--- config.mk ---
export PLATFORM = sky130hd
export DESIGN_NAME = conv2_seq_ctrl
export DESIGN_NICKNAME = d
export VERILOG_FILES = /design/src/rtl/conv2_pkg.sv /design/src/rtl/lat_pipe.sv /design/src/rtl/conv2_seq_ctrl.sv
export SDC_FILE = /design/constraint.sdc
export NUM_CORES = 1
export LEC_CHECK = 0
export ABC_AREA = 1
export CORE_AREA = 2 2 75 77
export CTS_BUF_LIST = sky130_fd_sc_hd__clkbuf_8
export DETAILED_ROUTE_END_ITERATION = 6
export DIE_AREA = 0 0 77 79
export PLACE_DENSITY = 0.79
export SKIP_LAST_GASP = 1
export SYNTH_ARGS = -nofsm -noshare
export SYNTH_HDL_FRONTEND = slang
export SYNTH_HIERARCHICAL = 1
export SYNTH_SLANG_ARGS = --single-unit
--- constraint.sdc ---
create_clock -name clk -period 1.7 [get_ports clk]
set_input_delay 0.425 -clock clk [delete_from_list [all_inputs] [get_ports clk]]
set_output_delay 0.425 -clock clk [all_outputs]
set_load 0.02 [all_outputs]
--- src/rtl/conv2_pkg.sv ---
// conv2_pkg: shared constants and state encoding for the layer-2 convolution
// sequencer. Parameter BRAM depths come from the layer geometry
// (3-tap kernels, 4 input channels, 8 output channels).
package conv2_pkg;

  localparam int K       = 3;
  localparam int INCHAN  = 4;
  localparam int OUTCHAN = 8;

  localparam int W_WORDS   = K * INCHAN * OUTCHAN;  // weight words (96)
  localparam int B_WORDS   = INCHAN * OUTCHAN;      // bias words (32)
  localparam int N_ACT_DEF = 2562;                  // activations per channel

  localparam int WA_W = $clog2(W_WORDS);    // weight address width
  localparam int BA_W = $clog2(B_WORDS);    // bias address width
  localparam int AA_W = $clog2(N_ACT_DEF);  // activation address width

  typedef enum logic [2:0] {
    S_IDLE  = 3'd0,
    S_LOAD  = 3'd1,
    S_RUN   = 3'd2,
    S_DRAIN = 3'd3,
    S_DONE  = 3'd4
  } state_t;

endpackage

--- src/rtl/lat_pipe.sv ---
// lat_pipe: LAT-deep shift register used to line an {enable, address} pair
// up with the data a BRAM returns LAT cycles after the read is issued.
// Ports: clk, global_rst (async, active-high), d (word entering the pipe),
// q (word delayed LAT cycles).
module lat_pipe #(
  parameter int LAT = 1,
  parameter int W   = 1
) (
  input  logic         clk,
  input  logic         global_rst,
  input  logic [W-1:0] d,
  output logic [W-1:0] q
);

  logic [LAT-1:0][W-1:0] pipe;

  always_ff @(posedge clk or posedge global_rst) begin
    if (global_rst) begin
      pipe <= '0;
    end else begin
      pipe[0] <= d;
      for (int i = 1; i < LAT; i++) pipe[i] <= pipe[i-1];
    end
  end

  assign q = pipe[LAT-1];

endmodule

--- src/rtl/conv2_seq_ctrl.sv ---
// conv2_seq_ctrl: restartable sequencer for the layer-2 convolver.
// A start pulse runs LOAD (read every weight and bias word, with capture
// strobes aligned to BRAM latency), RUN (stream activation addresses while
// upstream data is available, with conv_ce aligned to returned data) and
// DRAIN (wait for the datapath end flag, bounded by DRAIN_MAX), then pulses
// done.
// Ports:
//   clk, global_rst (async, active-high)
//   start, act_avail, conv_end              control inputs
//   wgt_en/wgt_addr, wgt_cap/wgt_idx        weight BRAM read and capture
//   bias_en/bias_addr, bias_cap/bias_idx    bias BRAM read and capture
//   act_en/act_addr, conv_ce                activation stream and convolver CE
//   busy, done, err_timeout                 status
module conv2_seq_ctrl
  import conv2_pkg::*;
#(
  parameter int N_ACT     = N_ACT_DEF,
  parameter int BRAM_LAT  = 1,
  parameter int DRAIN_MAX = 64
) (
  input  logic            clk,
  input  logic            global_rst,
  input  logic            start,
  input  logic            act_avail,
  input  logic            conv_end,
  output logic            wgt_en,
  output logic [WA_W-1:0] wgt_addr,
  output logic            wgt_cap,
  output logic [WA_W-1:0] wgt_idx,
  output logic            bias_en,
  output logic [BA_W-1:0] bias_addr,
  output logic            bias_cap,
  output logic [BA_W-1:0] bias_idx,
  output logic            act_en,
  output logic [AA_W-1:0] act_addr,
  output logic            conv_ce,
  output logic            busy,
  output logic            done,
  output logic            err_timeout
);

  // LOAD runs W_WORDS read cycles plus BRAM_LAT cycles so the last word lands
  localparam int LW = $clog2(W_WORDS + BRAM_LAT + 1);
  localparam int DW = $clog2(DRAIN_MAX + 1);

  localparam logic [LW-1:0]   LD_LAST  = LW'(W_WORDS + BRAM_LAT - 1);
  localparam logic [LW-1:0]   LD_W     = LW'(W_WORDS);
  localparam logic [LW-1:0]   LD_B     = LW'(B_WORDS);
  localparam logic [AA_W-1:0] ACT_LAST = AA_W'(N_ACT - 1);
  localparam logic [DW-1:0]   DR_LAST  = DW'(DRAIN_MAX - 1);

  state_t          state, state_nx;
  logic [LW-1:0]   ld_cnt, ld_cnt_nx;
  logic [DW-1:0]   dr_cnt, dr_cnt_nx;
  logic [AA_W-1:0] act_addr_nx;
  logic            err_nx;
  logic            wgt_en_nx, bias_en_nx;
  logic [WA_W-1:0] wgt_addr_nx;
  logic [BA_W-1:0] bias_addr_nx;
  logic [WA_W:0]   wgt_q;
  logic [BA_W:0]   bias_q;

  // The one deliberately combinational output: a stalled cycle never issues.
  assign act_en = (state == S_RUN) & act_avail;

  always_comb begin
    state_nx    = state;
    ld_cnt_nx   = ld_cnt;
    dr_cnt_nx   = dr_cnt;
    act_addr_nx = act_addr;
    err_nx      = err_timeout;
    case (state)
      S_IDLE: begin
        ld_cnt_nx   = '0;
        dr_cnt_nx   = '0;
        act_addr_nx = '0;
        if (start) begin
          state_nx = S_LOAD;
          err_nx   = 1'b0;
        end
      end
      S_LOAD: begin
        if (ld_cnt == LD_LAST) begin
          state_nx  = S_RUN;
          ld_cnt_nx = '0;
        end else begin
          ld_cnt_nx = ld_cnt + 1'b1;
        end
      end
      S_RUN: begin
        // the address that issues the last word stays put for DRAIN
        if (act_avail) begin
          if (act_addr == ACT_LAST) state_nx = S_DRAIN;
          else                      act_addr_nx = act_addr + 1'b1;
        end
      end
      S_DRAIN: begin
        dr_cnt_nx = dr_cnt + 1'b1;
        // conv_end wins a tie with the timeout
        if (conv_end) begin
          state_nx = S_DONE;
        end else if (dr_cnt == DR_LAST) begin
          state_nx = S_DONE;
          err_nx   = 1'b1;
        end
        if (state_nx == S_DONE) begin
          act_addr_nx = '0;
          dr_cnt_nx   = '0;
        end
      end
      S_DONE:  state_nx = S_IDLE;
      default: state_nx = S_IDLE;
    endcase

    // read strobes are registered from next-state values so they appear
    // in the first LOAD cycle without any path from the inputs
    wgt_en_nx    = (state_nx == S_LOAD) && (ld_cnt_nx < LD_W);
    wgt_addr_nx  = wgt_en_nx ? ld_cnt_nx[WA_W-1:0] : '0;
    bias_en_nx   = (state_nx == S_LOAD) && (ld_cnt_nx < LD_B);
    bias_addr_nx = bias_en_nx ? ld_cnt_nx[BA_W-1:0] : '0;
  end

  always_ff @(posedge clk or posedge global_rst) begin
    if (global_rst) begin
      state       <= S_IDLE;
      ld_cnt      <= '0;
      dr_cnt      <= '0;
      act_addr    <= '0;
      err_timeout <= 1'b0;
      wgt_en      <= 1'b0;
      wgt_addr    <= '0;
      bias_en     <= 1'b0;
      bias_addr   <= '0;
      busy        <= 1'b0;
      done        <= 1'b0;
    end else begin
      state       <= state_nx;
      ld_cnt      <= ld_cnt_nx;
      dr_cnt      <= dr_cnt_nx;
      act_addr    <= act_addr_nx;
      err_timeout <= err_nx;
      wgt_en      <= wgt_en_nx;
      wgt_addr    <= wgt_addr_nx;
      bias_en     <= bias_en_nx;
      bias_addr   <= bias_addr_nx;
      busy        <= (state_nx != S_IDLE);
      done        <= (state_nx == S_DONE);
    end
  end

  lat_pipe #(.LAT(BRAM_LAT), .W(WA_W + 1)) u_wgt_pipe (
    .clk        (clk),
    .global_rst (global_rst),
    .d          ({wgt_en, wgt_addr}),
    .q          (wgt_q)
  );
  assign {wgt_cap, wgt_idx} = wgt_q;

  lat_pipe #(.LAT(BRAM_LAT), .W(BA_W + 1)) u_bias_pipe (
    .clk        (clk),
    .global_rst (global_rst),
    .d          ({bias_en, bias_addr}),
    .q          (bias_q)
  );
  assign {bias_cap, bias_idx} = bias_q;

  lat_pipe #(.LAT(BRAM_LAT), .W(1)) u_ce_pipe (
    .clk        (clk),
    .global_rst (global_rst),
    .d          (act_en),
    .q          (conv_ce)
  );

endmodule

==> results.yml, run 1 <==
timing:
  slew_headroom: 0.755
  worst_slack_ns: -0.00986
  finalMaxSlewViolations: 0
  rsz0062_at_grt: "true"
  fmax_mhz: 585
  setup_violations: 1
  min_period_over_period: 1.01
  worst_pin_slew_ns: 0.364
  hold_viol_final: 0
  fin_skew_ns: 0.00718
  finalCriticalPeriod_ns: 1.71
pwr:
  power_mw: 4.59
  ir_drop_v: 0.000597
  power.density_mw_per_mm2: 1260
  p_comb_frac: 0.339
  p_sw_frac: 0.363
  clockPowerShare: 0.237
  power.switching_mw: 1.67
  internal-power_mw: 2.93
  leakage_nw: 2.01
  seqPwrFrac: 0.425
critical_path:
  startpoint_type: "input pin"
  cpMaxStageDelayCell: "clkdlybuf4s50_1"
  crit_path_end_kind: "primary output"
  crit_path_start: "act_avail"
  crit_chain: "clkdlybuf4s50_1 -> inv_1 -> nor2_2 -> buf_2"
  r2r-start: "ld_cnt[0]"
  r2r_end: "busy"
  required_ns: 1.27
  criticalPathCategory: "input pin to primary output"
  max_stage_delay_ns: 0.46
  r2r_cells: 10
  path_max_fanout: 2
  rrSetupSlack_ns: 0.13
  endpoint: "act_en"
  worst_ep_arrival_time_ns: 1.28
yosys:
  syn_area_mm2: 0.00274
  synth_edf_count: 0
  synth_fp_nets: 318
  avgSynthCellArea_um2: 8.88
  ys.flop_type: "dfrtp_1"
  synthCells: 308
  synth.distinct_cells: 28
  synth_seq_cells: 61
  synth.yosys.seq_area_share: 0.558
  synth_warnings: 6
  ys_async_sr_fraction: 1.00
status:
  status: "complete, but fails checks"
  violations: "setup timing"
floorplan:
  coreArea_mm2: 0.00534
  die_w_um: 77
  start_util: 0.512
  die_h_um: 79
  die_area_mm2: 0.00608
  num_rows: 27
  io_pins: 50
route:
  route.detailed.drc: 0
  wl_um: 5880
  drt-wirelength-per-cell_um: 12.7
  drt_iter0_markers: 97
  vias: 2316
  ant_nets: 0
  viasPerCell: 4.99
  dr.pass1.iters: 4
global_routing:
  antenna_found_initial: 0
  busiest_layer: "met2"
  grt_util_met1: 0.256
  grt_max_degree: 47
  grt_use_met3: 0.0375
  grt_pass1_vias: 2230
  grt_usage: 0.210
  grt_remaining_overflow: 0
  grt_use_met2: 0.368
  grt_pass1_wl_um: 10100
clocking:
  clk_latency_ns: 0.34
  cts_made_buffers: 9
  cts.reportedPaths.clkPinSlew_ns: 0.06
  cts_sinks: 61
  ctsHtreeMaxLevel: 3
  cts.path.max_buffers: 2
  cts_tree: "done"
  clock-root-buffer: "clkbuf_8"
min_path:
  hold_class: "input pin to async pin"
place:
  hpwl_um: 4330
  dp_slack_ns: -0.514
  place_congestion: 0.881
  placed_cells: 448
  io_buffers: 49
final_layout:
  nets: 398
  layout-drive-gt1-share: 0.171
  area_delta_synth_final_pct: 33.6
  multi_input_area_mm2: 0.00107
  fill_cells: 444
  most-common-layout-cells: "nand2_1 (75), dfrtp_1 (61), inv_1 (42)"
  final_common_cell: "nand2_1"
  fin_cells: 464
  seqCellArea_mm2: 0.00153
  n_antenna_cell: 0
run:
  maxCapViolCount: 0
## power groups by stage
stage	clock network (mW)	registers [mW]	logic (mW)
5_1_grt	1.16	2.00	1.69
4_1_cts	1.11	1.95	1.54
3_3_place_gp	0	1.97	1.60
3_5_place_dp	0	1.99	1.66
6_report	1.09	1.95	1.55
2_1_floorplan	0	2.29	0.579
## cell families (layout without fill, tap and decap cells)
logic type,after synthesis,count (layout),synth area share
compound gates,32,32,0.0709
xor+xnor,9,9,0.0288
fa+ha+maj,5,5,0.0229
buf+inv,47,131,0.0686
flops,61,61,0.558
simple gates,154,154,0.251
## per-stage QoR
| stage | TNS [ns] | cell area (um2) | hold WS (ns) | utilization |
|---|---|---|---|---|
| 6_report | -0.00986 | 3650 | 0.344 | 0.684 |
| 3_5_place_dp | -0.528 | 3460 | 0.360 | 0.649 |
| 5_1_grt | -0.0710 | 3650 | 0.372 | 0.684 |
| 2_1_floorplan | 0 | 2740 | 0.154 | - |
| 4_1_cts | -0.168 | 3590 | 0.343 | 0.672 |
| 3_3_place_gp | -0.511 | 3460 | 0.356 | 0.649 |
## cell type report
cell class | instances | share of cell area
Clock buffer | 10 | 0.0377
Clock inverter | 5 | 0.00788
Inverter | 46 | 0.0473
Multi-Input combinational cell | 200 | 0.292
Sequential cell | 61 | 0.418
Tap cell | 72 | 0.0247
Timing Repair Buffer | 70 | 0.173
## routing by layer
layer,vias up,part of all wire
li1,1136,-
met1,1101,0.43
met2,67,0.51
met3,12,0.048
met4,0,0.019
met5,-,0
## critical path: cells and delay by family
kind / cells / cell delay, ns
buf+inv: 3 / 0.71
simple gates: 1 / 0.15
## Yosys cell counts, types with 2 or more instances
| cell type | count | share of area |
|---|---|---|
| nor2_4 | 2 | 0.0082 |
| nor3_1 | 2 | 0.0037 |
| a21oi_1 | 11 | 0.020 |
| o21ai_2 | 3 | 0.0096 |
| nand2_2 | 3 | 0.0069 |
| inv_1 | 43 | 0.059 |
| nor2_1 | 37 | 0.051 |
| a32o_1 | 2 | 0.0073 |
| dfrtp_1 | 61 | 0.56 |
| or2_2 | 3 | 0.0069 |
| nand2_1 | 77 | 0.11 |
| o22ai_1 | 3 | 0.0069 |
| nand4_1 | 5 | 0.011 |
| o21ai_0 | 10 | 0.018 |
| inv_2 | 3 | 0.0041 |
| ha_1 | 5 | 0.023 |
| nand3_1 | 19 | 0.035 |
| xor2_1 | 9 | 0.029 |
## repair_timing
item,in CTS,in global routing
buffers inserted,0,1
endpoints found under the hold margin,0,0
resized for setup,37,22
hold buffers,0,0
endpoints found under the setup margin,35,38
cloned,0,0
pin swaps,0,1
## worst min path at each step
| stage | end | cells after the start |
|---|---|---|
| after floorplan | u_ce_pipe/q | 1 |
| after global placement | u_wgt_pipe/q[2] | 0 |
| after detailed placement | u_bias_pipe/q[4] | 0 |
| after CTS | u_ce_pipe/q | 2 |
| after global routing | u_ce_pipe/q | 2 |
| final | u_ce_pipe/q | 2 |
## state kept, by name (all words and copies together) (netlist names)
register / flops
act_addr: 12
bias_addr: 5
bias_en: 1
busy: 1
done: 1
dr_cnt: 7
err_timeout: 1
ld_cnt: 7
state: 3
u_bias_pipe/q: 6
u_ce_pipe/q: 1
u_wgt_pipe/q: 8
wgt_addr: 7
wgt_en: 1
(Power assumes the default switching activity.)
==> run 2, diff against run 1 <==
- CORE_AREA: 2 2 75 77 -> 2 2 92 94
- DIE_AREA: 0 0 77 79 -> 0 0 94 96
- PLACE_DENSITY: 0.79 -> not set
==> results.yml, run 2 (synthesis results as in run 1) <==
final_layout:
  utilization: 0.475
  final_common_cell: "nand2_1"
  fill_cells: 802
  area_delta_synth_final_pct: 39.9
  layout-drive-gt1-share: 0.192
  fin_area_mm2: 0.00383
  nets: 408
  largest_reg_flops: 12
  most-common-layout-cells: "nand2_1 (76), dfrtp_1 (61), inv_1 (42)"
  fin_cells: 507
  n_antenna_cell: 0
  largest_register: "act_addr"
timing:
  rsz0062_at_grt: "true"
  setup_violations: 1
  worst_slack_ns: -0.00674
  hold-worst-slack_ns: 0.365
  min_period_over_period: 1.00
  slew_headroom: 0.647
  fmax_mhz: 586
  hold_viol_final: 0
  worst_pin_slew_ns: 0.524
  fin_skew_ns: 0.00804
  finalCriticalPeriod_ns: 1.71
  finalMaxSlewViolations: 0
  fin_setup_tns_ns: -0.00674
critical_path:
  r2r_end: "wgt_addr[2]"
  crit_path_start: "act_avail"
  worst_ep_arrival_time_ns: 1.28
  startpoint_type: "input pin"
  rrSetupSlack_ns: 0.09
  required_ns: 1.27
  criticalPathCategory: "input pin to primary output"
  crit_path_end_kind: "primary output"
  r2r_cells: 8
  path_max_fanout: 2
  r2r-start: "ld_cnt[0]"
floorplan:
  io_pins: 50
  die_area_mm2: 0.00902
  die_h_um: 96
  num_rows: 33
  start_util: 0.340
  die_w_um: 94
  coreArea_mm2: 0.00805
place:
  place_congestion: 0.833
  place_area_mm2: 0.00356
  io_buffers: 49
  dp_slack_ns: -0.538
  hpwl_um: 4270
  placed_cells: 488
global_routing:
  grt_remaining_overflow: 0
  grt_pass1_vias: 2157
  grt_usage: 0.141
  antenna_found_initial: 0
  grt_pass1_wl_um: 9920
  grt_max_degree: 27
min_path:
  hold_depth: 0
  holdPathEnd: "u_wgt_pipe/q[0]"
  hold_start: "wgt_addr[0]"
  hold_class: "flip-flop to flip-flop"
route:
  viasPerCell: 4.46
  drt_iter0_markers: 115
  route.detailed.drc: 0
  dr.pass1.iters: 4
  vias: 2263
  drt-wirelength-per-cell_um: 11.3
  ant_nets: 0
  wl_um: 5740
clocking:
  clock-root-buffer: "clkbuf_8"
  cts.path.max_buffers: 2
  cts_hold_buf: 0
  cts_made_buffers: 9
  cts_tree: "done"
  cts_sinks: 61
  ctsHtreeMaxLevel: 3
  cts.reportedPaths.clkPinSlew_ns: 0.07
  clk_latency_ns: 0.33
pwr:
  power.density_mw_per_mm2: 1270
  ir_drop_v: 0.000603
  power_mw: 4.87
  leakage_nw: 2.14
run:
  maxCapViolCount: 0
status:
  status: "complete, but fails checks"
  violations: "setup timing"
-- run 2: worst max path at each step --
stage / endpoint / slack [ns] / cells after the start
after floorplan: act_addr[0] / 0.19 / 1
after global routing: act_en / -0.08 / 4
after global placement: act_en / -0.54 / 4
after detailed placement: act_en / -0.54 / 4
final: act_en / -0.007 / 4
after CTS: act_en / -0.19 / 4
-- run 2: repair_timing --
action,in CTS,in global routing
resized for setup,32,30
pin swaps,0,1
setup buffers,0,4
endpoints found under the setup margin,30,41
-- run 2: worst max-delay path, cell delays in order --
cell and delay, ns:
clkdlybuf4s50_1 0.45, inv_1 0.07, nor2_2 0.17, buf_4 0.17
-- run 2: layer usage --
metal | GRT usage | routed length, um | vias up
li1 | - | - | 1151
met1 | 0.188 | 2670 | 1033
met2 | 0.217 | 2620 | 66
met3 | 0.0439 | 341 | 13
met4 | 0.0531 | 113 | 0
met5 | 0 | 0 | -
-- run 2: final cells by class --
class | instances | area, um2 | share of cell area
clock buffers | 11 | 151 | 0.0396
clock inverters | 4 | 47.5 | 0.0124
inverters | 46 | 173 | 0.0451
multi-input cells | 200 | 1070 | 0.279
flip-flops and latches | 61 | 1530 | 0.399
well taps | 105 | 131 | 0.0343
repair buffers | 80 | 732 | 0.191
-- run 2: power by group --
part	switching [mW]	internal, mW
sequential	0.143	1.78
clock	0.543	0.743
combinational	0.981	0.679
total	1.67	3.20
